### src/rtl/cpu_control_sequencer.sv
// rtl/cpu_control_sequencer.sv - multi-cycle fetch/decode/execute/mem/writeback sequencer for the 16-bit CPU
// Strobes are decoded combinationally from the registered state; no extra output registers.
module cpu_control_sequencer #(
  parameter int TIMEOUT = 15,
  parameter int CNT_W   = 16
) (
  input  logic             Clock,
  input  logic             Reset_n,
  input  logic             Run,
  input  logic [15:0]      IR,
  input  logic             Dec_WR,
  input  logic             Dec_MemWrite,
  input  logic [1:0]       Dec_PS,
  input  logic             MemAck,
  output logic             MemReq,
  output logic             AddrSel,
  output logic             MemWrite,
  output logic             IR_L,
  output logic             WR,
  output logic [1:0]       PS,
  output logic [2:0]       State,
  output logic             Busy,
  output logic             Err,
  output logic [CNT_W-1:0] Retired
);

  typedef enum logic [2:0] {
    S_IDLE   = 3'd0,
    S_FETCH  = 3'd1,
    S_DECODE = 3'd2,
    S_EXEC   = 3'd3,
    S_MEM    = 3'd4,
    S_WB     = 3'd5,
    S_HALT   = 3'd6,
    S_ERR    = 3'd7
  } state_t;

  localparam logic [7:0] WAIT_LAST = 8'(TIMEOUT - 1);

  state_t           state_q, state_d;
  logic [7:0]       wait_q, wait_d;
  logic [CNT_W-1:0] retired_q, retired_d;
  logic             is_halt, is_load, is_store, done;

  assign is_halt  = (IR == 16'hFFFF);
  assign is_load  = (IR[15:14] == 2'b01);
  assign is_store = (IR[15:14] == 2'b10);

  always_ff @(posedge Clock or negedge Reset_n) begin
    if (!Reset_n) begin
      state_q   <= S_IDLE;
      wait_q    <= 8'd0;
      retired_q <= '0;
    end else begin
      state_q   <= state_d;
      wait_q    <= wait_d;
      retired_q <= retired_d;
    end
  end

  always_comb begin
    state_d   = state_q;
    wait_d    = wait_q;
    retired_d = retired_q;
    MemReq    = 1'b0;
    AddrSel   = 1'b0;
    MemWrite  = 1'b0;
    IR_L      = 1'b0;
    WR        = 1'b0;
    PS        = 2'b00;
    done      = 1'b0;
    case (state_q)
      S_IDLE: if (Run) state_d = S_FETCH;
      S_FETCH: begin
        MemReq = 1'b1;
        if (MemAck) begin
          IR_L    = 1'b1;
          state_d = S_DECODE;
        end else if (wait_q == WAIT_LAST) begin
          state_d = S_ERR;
        end else begin
          wait_d = wait_q + 8'd1;
        end
      end
      S_DECODE: begin
        if (is_halt)                  state_d = S_HALT;
        else if (is_load || is_store) state_d = S_MEM;
        else                          state_d = S_EXEC;
      end
      S_EXEC: begin
        WR   = Dec_WR;
        PS   = Dec_PS;
        done = 1'b1;
      end
      S_MEM: begin
        MemReq   = 1'b1;
        AddrSel  = 1'b1;
        MemWrite = is_store & Dec_MemWrite;
        if (MemAck) begin
          // Stores retire on the ack; loads still need the writeback phase.
          if (is_store) begin
            PS   = Dec_PS;
            done = 1'b1;
          end else begin
            state_d = S_WB;
          end
        end else if (wait_q == WAIT_LAST) begin
          state_d = S_ERR;
        end else begin
          wait_d = wait_q + 8'd1;
        end
      end
      S_WB: begin
        WR   = Dec_WR;
        PS   = Dec_PS;
        done = 1'b1;
      end
      S_HALT: if (!Run) state_d = S_IDLE;
      S_ERR:  state_d = S_ERR;
      default: state_d = S_IDLE;
    endcase
    if (done) begin
      retired_d = retired_q + CNT_W'(1);
      state_d   = Run ? S_FETCH : S_IDLE;
    end
    // Any state change starts a fresh ack-wait window.
    if (state_d != state_q) wait_d = 8'd0;
  end

  assign State   = state_q;
  assign Busy    = (state_q inside {S_FETCH, S_DECODE, S_EXEC, S_MEM, S_WB});
  assign Err     = (state_q == S_ERR);
  assign Retired = retired_q;

endmodule

### config.mk
export PLATFORM = sky130hd
export DESIGN_NAME = cpu_control_sequencer
export DESIGN_NICKNAME = d
export VERILOG_FILES = /design/src/rtl/cpu_control_sequencer.sv
export SDC_FILE = /design/constraint.sdc
export NUM_CORES = 1
export LEC_CHECK = 0
export ABC_AREA = 1
export CAP_MARGIN = 15
export CORE_MARGIN = 2
export CORE_UTILIZATION = 51
export CTS_CLUSTER_DIAMETER = 120
export DETAILED_ROUTE_END_ITERATION = 10
export PLACE_DENSITY = 0.95
export SLEW_MARGIN = 20
export SYNTH_ARGS = -nofsm -noshare
export SYNTH_HDL_FRONTEND = slang
export SYNTH_SLANG_ARGS = --single-unit
export TNS_END_PERCENT = 20
### constraint.sdc
create_clock -name Clock -period 4.63 [get_ports Clock]
set_input_delay 0.926 -clock Clock [delete_from_list [all_inputs] [get_ports Clock]]
set_output_delay 0.926 -clock Clock [all_outputs]
set_load 0.05 [all_outputs]
==> metrics.log <==
INFO  metric gate_power_share = roughly three fifths
INFO  metric gpl.final_weighted_congestion = just over 0.9
INFO  metric fin_crit_sh = 87.0%
INFO  metric critical_path_class = input pin to primary output
INFO  metric area_growth_syn_to_layout = 33.8%
INFO  metric antenna_cell_count = 0
INFO  metric most_common_cell_after_layout_fill_and_taps_aside = nand2_1
INFO  metric seq_area_frac_synth = between 30% and 40%
INFO  metric critical_path.startpoint_type = input pin
INFO  metric global_route_wire_length_before_repair = 7.00 mm
INFO  metric power_frac_clock = under 10%
INFO  metric fp.dieW = around 63 um
INFO  metric post-route-util = a little over two thirds
INFO  metric timing.fmax = between 200 and 250 MHz
INFO  metric placement_rows = 21
INFO  metric antenna_violations_before_repair = 0
INFO  metric floorplan.die_area = roughly 3900 um2
INFO  metric first_global_vias = between 1,500 and 2,000
INFO  metric num_vias = approximately 1,600
INFO  metric floorplan.io_pins = 52
INFO  metric cts-buffers-inserted = 3
INFO  metric drtAntennaViolNets = 0
INFO  metric hpwl = 3.14 mm
INFO  metric worstSkewPairLatency = around 0.32 ns
INFO  metric nets = between 300 and 400
INFO  metric rsz0062_at_grt = false
INFO  metric tightestPinTransition = slightly above 0.5 ns
INFO  metric hold_class = flop to flop
INFO  metric worst_ep_arrival_time = approximately 3.1 ns
INFO  metric synth_area = 1750 um2
INFO  metric port_buffers = a little over 50
INFO  metric total_switching_power = 0.000568 W
INFO  metric slew_viol_final = 0
INFO  metric synth_cell_types = 26
INFO  metric synthCells = 217
INFO  metric clkTransAtPathRegs = 0.13 ns
INFO  metric regToRegStartpoint = State[0]
INFO  metric drt_first_pass_iters = 4
INFO  metric endpoint_of_the_worst_register_to_register_path = Retired[13]
INFO  metric synthesis.area_per_instance = about 8.1 um2
INFO  metric finalSetupViolations = 0
INFO  metric worst-path-max-fanout = 9
INFO  metric layout_min_cycle_time = a little over 4 ns
INFO  metric grtUsageTotal = between 20% and 30%
INFO  metric layout.cells.most_common_list = nand2_1, clkdlybuf4s50_1, inv_1
INFO  metric critPathRequiredTime = ~3.7 ns
INFO  metric worst_hold_path.endpoint = Retired[14]
INFO  metric result_of_the_run = finished clean
INFO  metric number_of_sinks_handled_by_clock_tree_synthesis = 27
INFO  metric setup_tns = 0 ns
INFO  metric syn-num-nets = 246
INFO  metric cts.hold.buffers_added = 0
INFO  metric core_region_area = ~3300 um2
INFO  metric cap_viol_max_count = 0
INFO  metric internal_power = roughly 0.0005 W
INFO  metric fillCellCount = 260
INFO  metric ir_drop = a little under 400 uV
INFO  metric cts.path.max_buffers = 2
INFO  metric post_route_cells_drive_above_1_share = a little under a tenth
INFO  metric floorplan.initialDensity = 52.9%
INFO  metric static_power_due_to_leakage = roughly 1.2 nW
INFO  metric cts_tree = done
INFO  metric fin_skew = about 0.0094 ns
INFO  metric grt_start_max_net_pins = 28
INFO  metric hold_path_startpoint = Retired[14]
INFO  metric power.share.sequential = a little under a third
INFO  metric number_of_storage_elements_in_the_synthesis_netlist = 27
INFO  metric htree_levels = 1
INFO  metric globalRouteOverflowTotal = 0
INFO  metric report.power.total = approximately 0.0011 W
INFO  metric timing.critical_path.to_type = primary output
INFO  metric r2r_setup_slk = ~2.6 ns
INFO  metric timing.max_slew.rel_slack = between 60% and 70%
INFO  metric via_per_inst = approximately 4.9
INFO  metric timing.final.hold_violations = 0
INFO  metric drt_wl_total = between 3 and 4 mm
INFO  metric min_delay_path_depth = 1
INFO  metric power_per_cell_area = 456 nW/um2
INFO  metric detail_route.wl_per_cell = 12.1 um
INFO  metric power.share.switching = between 50 and 60%
INFO  metric postCtsSetupRepairBufs = 0
INFO  metric drc_errors = 0
INFO  metric die_y = 62.6 um
INFO  metric postCtsResizedCells = 0
INFO  metric detail_route.iter0.violations = roughly 130
INFO  metric total_number_of_yosys_warnings = 0
INFO  metric worst_reg_to_reg_path_cell_count = 9
INFO  metric clk_root_buffer_cell = clkbuf_4
## cell type report
class	instances	area, um2	area share [%]
clock buffer	3	22.5	0.962
clock inverter	1	5.00	0.214
inverter	31	116	4.97
multi-input combinational	158	947	40.4
sequential	27	676	28.8
tap	46	57.6	2.46
timing repair buffer	52	518	22.1
## routing by layer
metal  up-vias  routed length [um]  track usage (%)
li1        800                   -                -
met1       741                1670             27.8
met2        27                2060             39.4
met3         0                 106             2.88
met4         0                   0             3.06
met5         -                   0                0
## sequential cells by signal (all words and copies together), names as in the netlist
signal   cells
State        3
wait_q       8
Retired     16
## power by group through the flow
| stage | registers (W) | clock network [W] | logic, W |
|---|---|---|---|
| 4_1_cts | 0.000340 | 0.000101 | 0.000630 |
| 3_5_place_dp | 0.000345 | 0 | 0.000628 |
| 6_report | 0.000340 | 0.0000991 | 0.000629 |
| 5_1_grt | 0.000347 | 0.000116 | 0.000675 |
| 3_3_place_gp | 0.000339 | 0 | 0.000612 |
| 2_1_floorplan | 0.000440 | 0 | 0.000337 |
## critical path, cell delays in order
cell and delay [ns]:
clkdlybuf4s50_1 0.48, ha_1 0.17, nand2_1 0.11, o21ai_4 0.36, inv_2 0.12, nor2_1 0.11, clkdlybuf4s50_1 0.81
## kinds of logic after synthesis
family / Yosys count / share of synthesized area (%)
adders and majority gates: 5 / 3.57
and+or+nand+nor: 120 / 35.7
AOI/OAI and AO/OA: 12 / 4.36
buffers and inverters: 32 / 7.29
xor gates and xnor gates: 21 / 10.5
DFF: 27 / 38.6
## how the worst max path moves through the flow
stage                     startpoint    end  slack, ns  depth (start not counted)
after global placement        IR[15]  PS[0]       0.66                          7
after detailed placement      IR[15]  PS[1]       0.62                          7
final                         IR[15]  PS[1]       0.60                          7
after floorplan               IR[14]  PS[0]       1.43                          6
after CTS                     IR[14]  PS[1]       0.61                          8
after global routing          IR[14]  PS[0]       0.48                          8
## per-stage QoR
step / cells / hold WS, ns / setup slack, ns / area (um2)
2_1_floorplan: 217 / 0.530 / 1.43 / 1750
5_1_grt: 318 / 0.539 / 0.477 / 2340
3_3_place_gp: 314 / 0.484 / 0.659 / 2310
6_report: 318 / 0.515 / 0.604 / 2340
3_5_place_dp: 314 / 0.493 / 0.616 / 2310
4_1_cts: 318 / 0.512 / 0.612 / 2340
## synth_stat cells (all sizes together)
cell type / instances / area (um2)
buf: 1 / 11.3
o21ai: 6 / 41.3
nor2: 29 / 149
nor3: 3 / 15.0
xnor2: 7 / 61.3
xor2: 14 / 123
or2: 1 / 6.26
nand3: 17 / 128
inv: 31 / 116
nand2: 57 / 224
dfrtp: 27 / 676
a21oi: 4 / 20.0
nand4: 13 / 103
o21bai: 1 / 7.51
ha: 5 / 62.6
a21boi: 1 / 7.51
(Power assumes the default switching activity.)
